### config.mk
export PLATFORM = sky130hd
export DESIGN_NAME = ultrasonido_eco
export DESIGN_NICKNAME = d
export VERILOG_FILES = /design/src/rtl/ultrasonido_eco.sv
export SDC_FILE = /design/constraint.sdc
export NUM_CORES = 1
export LEC_CHECK = 0
export CORE_ASPECT_RATIO = 1.75
export CORE_MARGIN = 2
export CORE_UTILIZATION = 35
export DETAILED_ROUTE_END_ITERATION = 8
export HOLD_SLACK_MARGIN = 0.15
export PLACE_DENSITY = 0.58
export RECOVER_POWER = 25
export SYNTH_ARGS = -nofsm -noshare
export SYNTH_HDL_FRONTEND = slang
export SYNTH_SLANG_ARGS = --single-unit
### constraint.sdc
create_clock -name clk -period 2.9 [get_ports clk]
set_input_delay 0.29 -clock clk [delete_from_list [all_inputs] [get_ports clk]]
set_output_delay 0.29 -clock clk [all_outputs]
set_load 0.02 [all_outputs]
### src/rtl/ultrasonido_eco.sv
`timescale 1ns/1ps
// ultrasonido_eco: HC-SR04-style sensor responder (trigger in, echo out) for radar-path loopback.
// Latency: eco rises ECHO_DELAY_US ticks (-1 tick) after an accepted trigger fall, plus 2-3 clk sync/FSM.
// Backpressure: none; triggers outside IDLE are ignored and holdoff waits for trigger to return low.
module ultrasonido_eco #(
   parameter int CLK_DIV       = 50,
   parameter int MIN_TRIG_US   = 10,
   parameter int ECHO_DELAY_US = 20,
   parameter int MAX_ECHO_US   = 30000,
   parameter int HOLDOFF_US    = 60
) (
   input  logic        clk,
   input  logic        reset,
   input  logic        enable,
   input  logic        trigger,
   input  logic [15:0] distancia_us,
   output logic        eco,
   output logic        busy,
   output logic        trig_corto,
   output logic [7:0]  disparos
);

   localparam int PW = (CLK_DIV > 1) ? $clog2(CLK_DIV) : 1;
   localparam logic [PW-1:0] PRE_LAST = PW'(CLK_DIV - 1);
   localparam logic [15:0]   MIN_W    = 16'(MIN_TRIG_US);
   localparam logic [15:0]   DLY_W    = 16'(ECHO_DELAY_US);
   localparam logic [15:0]   MAX_W    = 16'(MAX_ECHO_US);
   localparam logic [15:0]   HOLD_W   = 16'(HOLDOFF_US);

   localparam logic [2:0] S_IDLE  = 3'd0;
   localparam logic [2:0] S_TRIG  = 3'd1;
   localparam logic [2:0] S_DELAY = 3'd2;
   localparam logic [2:0] S_ECHO  = 3'd3;
   localparam logic [2:0] S_HOLD  = 3'd4;

   logic [PW-1:0] pre_q, pre_d;
   logic          tick;
   logic          sync1_q, sync2_q, sync3_q;
   logic          rise, fall;
   logic [2:0]    state_q, state_d;
   logic [15:0]   width_q, width_d;
   logic [15:0]   timer_q, timer_d;
   logic [15:0]   ew_q, ew_d;
   logic [15:0]   timer_inc;
   logic [15:0]   req_w;
   logic          eco_q, eco_d;
   logic          corto_q, corto_d;
   logic [7:0]    disparos_q, disparos_d;

   // Free-running microsecond prescaler; tick marks the last cycle of each period.
   always_comb begin
      tick  = (pre_q == PRE_LAST);
      pre_d = tick ? '0 : pre_q + PW'(1);
   end

   // Edges are taken on the synchronized trigger, against its one-cycle-delayed copy.
   always_comb begin
      rise = sync2_q & ~sync3_q;
      fall = ~sync2_q & sync3_q;
   end

   // Echo width requested by the controller: 0 means "no object", oversize requests clamp.
   always_comb begin
      req_w = ((distancia_us == 16'd0) || (distancia_us > MAX_W)) ? MAX_W : distancia_us;
   end

   // Responder FSM: qualify trigger width, wait sensor latency, emit echo, then hold off.
   always_comb begin
      state_d    = state_q;
      width_d    = width_q;
      timer_d    = timer_q;
      ew_d       = ew_q;
      eco_d      = eco_q;
      corto_d    = 1'b0;
      disparos_d = disparos_q;
      timer_inc  = timer_q + 16'd1;
      case (state_q)
         S_IDLE: begin
            if (enable && rise) begin
               width_d = '0;
               state_d = S_TRIG;
            end
         end
         S_TRIG: begin
            if (!enable) begin
               // Abort quietly: the controller switched us off mid-pulse.
               state_d = S_IDLE;
            end else if (fall) begin
               if (width_q >= MIN_W) begin
                  ew_d       = req_w;
                  timer_d    = '0;
                  disparos_d = disparos_q + 8'd1;
                  state_d    = S_DELAY;
               end else begin
                  corto_d = 1'b1;
                  state_d = S_IDLE;
               end
            end else if (tick && (width_q != 16'hFFFF)) begin
               width_d = width_q + 16'd1;
            end
         end
         S_DELAY: begin
            if (tick) begin
               if (timer_inc == DLY_W) begin
                  eco_d   = 1'b1;
                  timer_d = '0;
                  state_d = S_ECHO;
               end else begin
                  timer_d = timer_inc;
               end
            end
         end
         S_ECHO: begin
            // eco rose on a tick edge and falls on a tick edge: exactly ew_q periods high.
            if (tick) begin
               if (timer_inc == ew_q) begin
                  eco_d   = 1'b0;
                  timer_d = '0;
                  state_d = S_HOLD;
               end else begin
                  timer_d = timer_inc;
               end
            end
         end
         S_HOLD: begin
            if (tick && (timer_q != HOLD_W)) begin
               timer_d = timer_inc;
            end
            // A trigger still high here must drop first, so it is never seen as a new rise.
            if ((timer_q == HOLD_W) && !sync2_q) begin
               timer_d = '0;
               state_d = S_IDLE;
            end
         end
         default: begin
            state_d = S_IDLE;
         end
      endcase
   end

   // State registers, synchronizer and prescaler; reset aborts any transaction at once.
   always_ff @(posedge clk) begin
      if (reset) begin
         pre_q      <= '0;
         sync1_q    <= 1'b0;
         sync2_q    <= 1'b0;
         sync3_q    <= 1'b0;
         state_q    <= S_IDLE;
         width_q    <= '0;
         timer_q    <= '0;
         ew_q       <= '0;
         eco_q      <= 1'b0;
         corto_q    <= 1'b0;
         disparos_q <= '0;
      end else begin
         pre_q      <= pre_d;
         sync1_q    <= trigger;
         sync2_q    <= sync1_q;
         sync3_q    <= sync2_q;
         state_q    <= state_d;
         width_q    <= width_d;
         timer_q    <= timer_d;
         ew_q       <= ew_d;
         eco_q      <= eco_d;
         corto_q    <= corto_d;
         disparos_q <= disparos_d;
      end
   end

   assign eco        = eco_q;
   assign busy       = (state_q != S_IDLE);
   assign trig_corto = corto_q;
   assign disparos   = disparos_q;

endmodule

# Word-level counts from Yosys, hierarchy flattened
# Index checks and enable logic that the tools add are counted.
[totals]
inputBits = 20
out_inout_bits = 11
register_bits = 70
elab_cells = 98
[classes]
n_reduce_logical = 19
bitwise = 7
muxes = 32
order_cmp = 2
add_sub_neg = 4
n_eq_ne = 23
[op_table]
columns = ["operator", "n"]
rows = [
  ["16-bit two-way mux", 14],
  ["16-bit case mux with 4 select lines", 1],
  ["16-bit by 1-bit adder with 16-bit output, second input constant", 2],
  ["16-bit case mux with 2 select lines", 1],
  ["3-bit two-way mux", 8],
  ["2-bit != test, second input constant", 11],
  ["16-bit == test", 1],
  ["16-bit by 5-bit == test with 1-bit output, second input constant", 1],
  ["16-bit by 6-bit == test with 1-bit output, second input constant", 1],
  ["16-bit by 4-bit greater-or-equal comparator with 1-bit output, second input constant", 1],
  ["16-bit by 15-bit greater-than comparator with 1-bit output, second input constant", 1],
  ["16-bit zero test", 1],
  ["16-bit != test, second input constant", 1],
  ["16-bit by 6-bit != test with 1-bit output, second input constant", 1],
  ["3-bit case mux with 5 select lines", 1],
  ["7-bit AND reduction", 2],
  ["5-bit AND reduction", 2],
  ["8-bit by 1-bit adder with 8-bit output, second input constant", 1],
  ["6-bit by 1-bit adder with 6-bit output, second input constant", 1],
  ["3-bit by 2-bit == test with 1-bit output, second input constant", 2],
  ["6-bit == test, second input constant", 1],
  ["3-bit != test, second input constant", 2],
  ["1-bit two-way mux", 5],
  ["1-bit NOT", 5],
  ["15 further kinds", 20],
]

# Logic depth before layout (Yosys ltp)
[depth]
word_depth = 6
mapped_depth = 12
depth_no_buf = 9

# Worst setup path after synthesis
# No wires, ideal clock.
[synth_path]
path_kind = "register -> register"
startpoint = "reg timer_q[1]"
endpoint = "reg timer_q[9]"
required_time_ps = 2774
path_buffers = 3
t_arrival_ps = 2686
path_slack_ps = 87
stages_incl_launch_ff = 12
path_cell_list = "dfxtp_1 > ha_1 > nand3_2 > buf_6 > or4_4 > xnor2_1 > nand4b_1 > or4_4 > buf_6 > buf_6 > nand4_1 > o211ai_1"
[synth_between]
elab_chain_cells = 5
word_cells_on_any_way = 16
cone_classes = "add/sub (1); eq/ne (5); mux (7); reduce/logical (3)"
[synth_rtl]
columns = ["item", "line", "text"]
rows = [
  ["start, declared", "42", "logic [15:0] timer_q, timer_d;"],
  ["start signal, assigned", "162", "timer_q <= timer_d;"],
  ["16-bit by 1-bit adder with 16-bit output", "76", "timer_inc = timer_q + 16'd1;"],
  ["16-bit == test / 16-bit by 5-bit == test with 1-bit output (equally long branches)", "116, 104", ""],
  ["16-bit two-way mux (on tied branches)", "116, 104", ""],
  ["16-bit two-way mux (on tied branches)", "115, 103", ""],
  ["16-bit case mux with 4 select lines", "77", "case (state_q)"],
]
# Several ways; a longest one is shown, not always the timed one. The select of a mux whose other input is x is not followed.
# A chain may end at the register's enable or synchronous reset.

# Final worst setup path
[layout_path]
startpoint = "reg timer_q[5]"
endpoint = "reg timer_q[9]"
# Same word-level chain as after synthesis.

==> impl_metrics.json <==
{
  "worst_slack_ns": 0.0861,
  "final-instance-count-excl-fill": 694,
  "dpl-instance-area_mm2": 0.00468,
  "status": "completed",
  "nets": 581,
  "r2r-start": "timer_q[5]$_SDFFE_PP0P_",
  "fin_skew_ns": 0.00720,
  "slew_headroom_pct": 57.2,
  "netlist_instances": 509,
  "num_rows": 52,
  "reg2reg_to": "timer_q[9]$_SDFFE_PP0P_",
  "htree_num_levels": 3,
  "crit_required_ns": 3.12,
  "drt-initial-drc-count": 166,
  "root_buffer": "clkbuf_16",
  "routabilityCongestion": 0.964,
  "core_mm2": 0.0115,
  "cp-end-kind": "register",
  "preCtsSetupSlack_ns": 0.0305,
  "final_area_mm2": 0.00511,
  "r2r_slack_ns": 0.09,
  "p_per_area_mw_per_mm2": 469,
  "finalCriticalPeriod_ns": 2.81,
  "hold_depth": 1,
  "netlist_area_mm2": 0.00413,
  "vias": 3893,
  "p_leak_nw": 1.94,
  "hold_viol": 0,
  "critPathLaunchType": "register",
  "grt_pass1_vias": 3840,
  "drive_gt1_share_pct": 14.3,
  "hold-worst-slack_ns": 0.436,
  "port_buffers": 30,
  "fillers": 1144,
  "hold_class": "reg2reg",
  "fmax_ghz": 0.355,
  "cts_buffer_depth": 2,
  "clk_pin_slew_ns": 0.06,
  "fin_crit_sh_pct": 97.0,
  "tns_ns": 0,
  "vias_per_cell": 5.61,
  "yosysUniqueCellTypes": 63,
  "avgSynthCellArea_um2": 8.11,
  "totalWireLength_um": 11500,
  "power_mw": 2.39,
  "peakVddDrop_uv": 325,
  "worstMarginPinSlew_ns": 0.636,
  "grt_pass1_wl_um": 18200,
  "syn_nets": 536,
  "dr.pass1.iters": 4,
  "die_h_um": 148,
  "antenna_found_initial": 0,
  "drt-wirelength-per-cell_um": 16.6,
  "cts_sinks": 70,
  "drv_slew": 0,
  "route.detailed.drc": 0,
  "seq_area_frac_synth_pct": 33.9,
  "rsz0062_at_grt": "false",
  "setup_viol_count_final": 0,
  "dp_cells": 675,
  "async_flop_share_pct": 0,
  "synth_flop_cell": "dfxtp_1",
  "worst-setup-path-type": "reg2reg",
  "io_pins": 31,
  "area_growth_pct": 23.8,
  "fin_util_pct": 44.4,
  "min-delay-start": "sync1_q$_SDFF_PP0_",
  "multiInputGateArea_mm2": 0.00254,
  "tritoncts": "built",
  "start_util_pct": 35.9,
  "register_area_mm2": 0.00140,
  "synth_edf_count": 0,
  "yosys.area.top_type": "dfxtp_1",
  "clock_latency_ns": 0.34,
  "arrival_ns": 3.03,
  "drv_cap": 0,
  "dp_hpwl_um": 8820,
  "hold-path-endpoint": "sync2_q$_SDFF_PP0_",
  "die_x_um": 86.1,
  "cp_max_fo": 10,
  "cts-hold-fix-buffers": 0,
  "grt_max_degree": 19,
  "grtUsageTotal_pct": 18.3,
  "post_synth_main_area_contributors": "dfxtp_1 (34%), xor2_1 (6.4%), nor2_1 (6.3%)",
  "r2r_cells": 8,
  "die-area_mm2": 0.0127,
  "ant_nets": 0,
  "ys_ff_latch": 70,
  "ys_warn_count": 0,
  "grt.overflow.total": 0,
  "synth_top_area_share_pct": 33.9,
  "numCtsBuffers": 9,
  "antenna_cells": 0
}
[final cells by class]
class	count	area share [%]
clock inverters	6	2.25
inverters	14	1.03
clock buffers	10	4.68
flip-flops and latches	70	27.5
repair buffers	69	11.5
multi-input cells	390	49.7
well taps	135	3.31
[logic make-up after synthesis]
family / share of synthesized area [%]
AND/OR/NAND/NOR: 33.0
AO/OA/AOI/OAI: 12.4
flip-flops: 33.9
buffers and inverters: 6.12
XOR/XNOR: 9.97
multiplexers: 2.27
adder cells (fa/ha/maj): 2.36
[worst max-delay path by stage]
stage | start | end | cells after the start | slack [ns]
after floorplan | timer_q[1]$_SDFFE_PP0P_ | timer_q[9]$_SDFFE_PP0P_ | 11 | 0.09
after global placement | timer_q[5]$_SDFFE_PP0P_ | timer_q[5]$_SDFFE_PP0P_ | 8 | 0.09
after detailed placement | timer_q[1]$_SDFFE_PP0P_ | timer_q[5]$_SDFFE_PP0P_ | 8 | 0.03
after CTS | timer_q[1]$_SDFFE_PP0P_ | timer_q[5]$_SDFFE_PP0P_ | 9 | 0.009
after global routing | timer_q[4]$_SDFFE_PP0P_ | state_q[0]$_SDFFE_PP0P_ | 8 | 0.01
final | timer_q[5]$_SDFFE_PP0P_ | timer_q[9]$_SDFFE_PP0P_ | 8 | 0.09
[where the power goes]
| group | switching (mW) | internal [mW] |
|---|---|---|
| Sequential | 0.0105 | 0.970 |
| Combinational | 0.0575 | 0.0533 |
| Clock | 0.435 | 0.869 |
| Total | 0.503 | 1.89 |
[registers in the layout, indices dropped and copies added, names as in the netlist]
| signal | cells |
|---|---|
| ew_q | 16 |
| timer_q | 16 |
| width_q | 16 |
| disparos | 8 |
| pre_q | 6 |
| state_q | 3 |
| eco | 1 |
| sync1_q | 1 |
| sync2_q | 1 |
| sync3_q | 1 |
| trig_corto | 1 |
[routing by layer]
metal  share of wire [%]  GRT usage, %
met4                 4.4          11.3
met2                  55          34.5
met1                  37          17.7
met5                   0             0
met3                 3.4          3.29
[placed cells by master (no fill, tap or decap), types with 5 or more instances in the layout]
| cell type | instances |
|---|---|
| nor2_1 | 69 |
| dfxtp_1 | 68 |
| nand2_1 | 39 |
| buf_4 | 38 |
| xor2_1 | 30 |
| nand3_1 | 23 |
| clkdlybuf4s50_1 | 19 |
| nor3_1 | 17 |
| xnor2_1 | 17 |
| nand4_1 | 16 |
| inv_1 | 14 |
| nor2b_1 | 14 |
| nor4_1 | 13 |
| a21oi_1 | 11 |
| dlygate4sd3_1 | 11 |
| o21ai_0 | 10 |
| and3_1 | 9 |
| clkbuf_16 | 9 |
| a22oi_1 | 8 |
| nand2b_1 | 7 |
| and2_1 | 6 |
| o2111ai_1 | 6 |
| mux2i_1 | 6 |
| and4_1 | 6 |
| ha_1 | 6 |
| a31oi_1 | 5 |
| nor3b_1 | 5 |
[synth_stat cells, types with 7 or more instances]
library cell	instances
dfxtp_1	70
nor2_1	69
nand2_1	39
xor2_1	30
nand3_1	23
clkbuf_1	20
nor3_1	17
xnor2_1	17
nand4_1	16
inv_1	14
nor2b_1	14
nor4_1	14
a21oi_1	12
o21ai_0	12
and3_1	9
a22oi_1	8
buf_4	8
ha_1	7
nand2b_1	7
[critical path, cell delays in order, from the launching register on]
cell      delay [ns]
dfxtp_1         0.50
nand4_4         0.26
or4_4           0.56
xnor2_1         0.17
nand4b_1        0.17
or4_4           0.66
buf_4           0.18
nand4_1         0.09
o211ai_1        0.09
[timing repair]
item                                    CTS  global route
gates cloned                              0             1
setup buffers                             0             2
resized for setup                         0            14
pin swaps                                 1             1
endpoints found under the setup margin    1            15
Power figures use the tool's default switching activity.
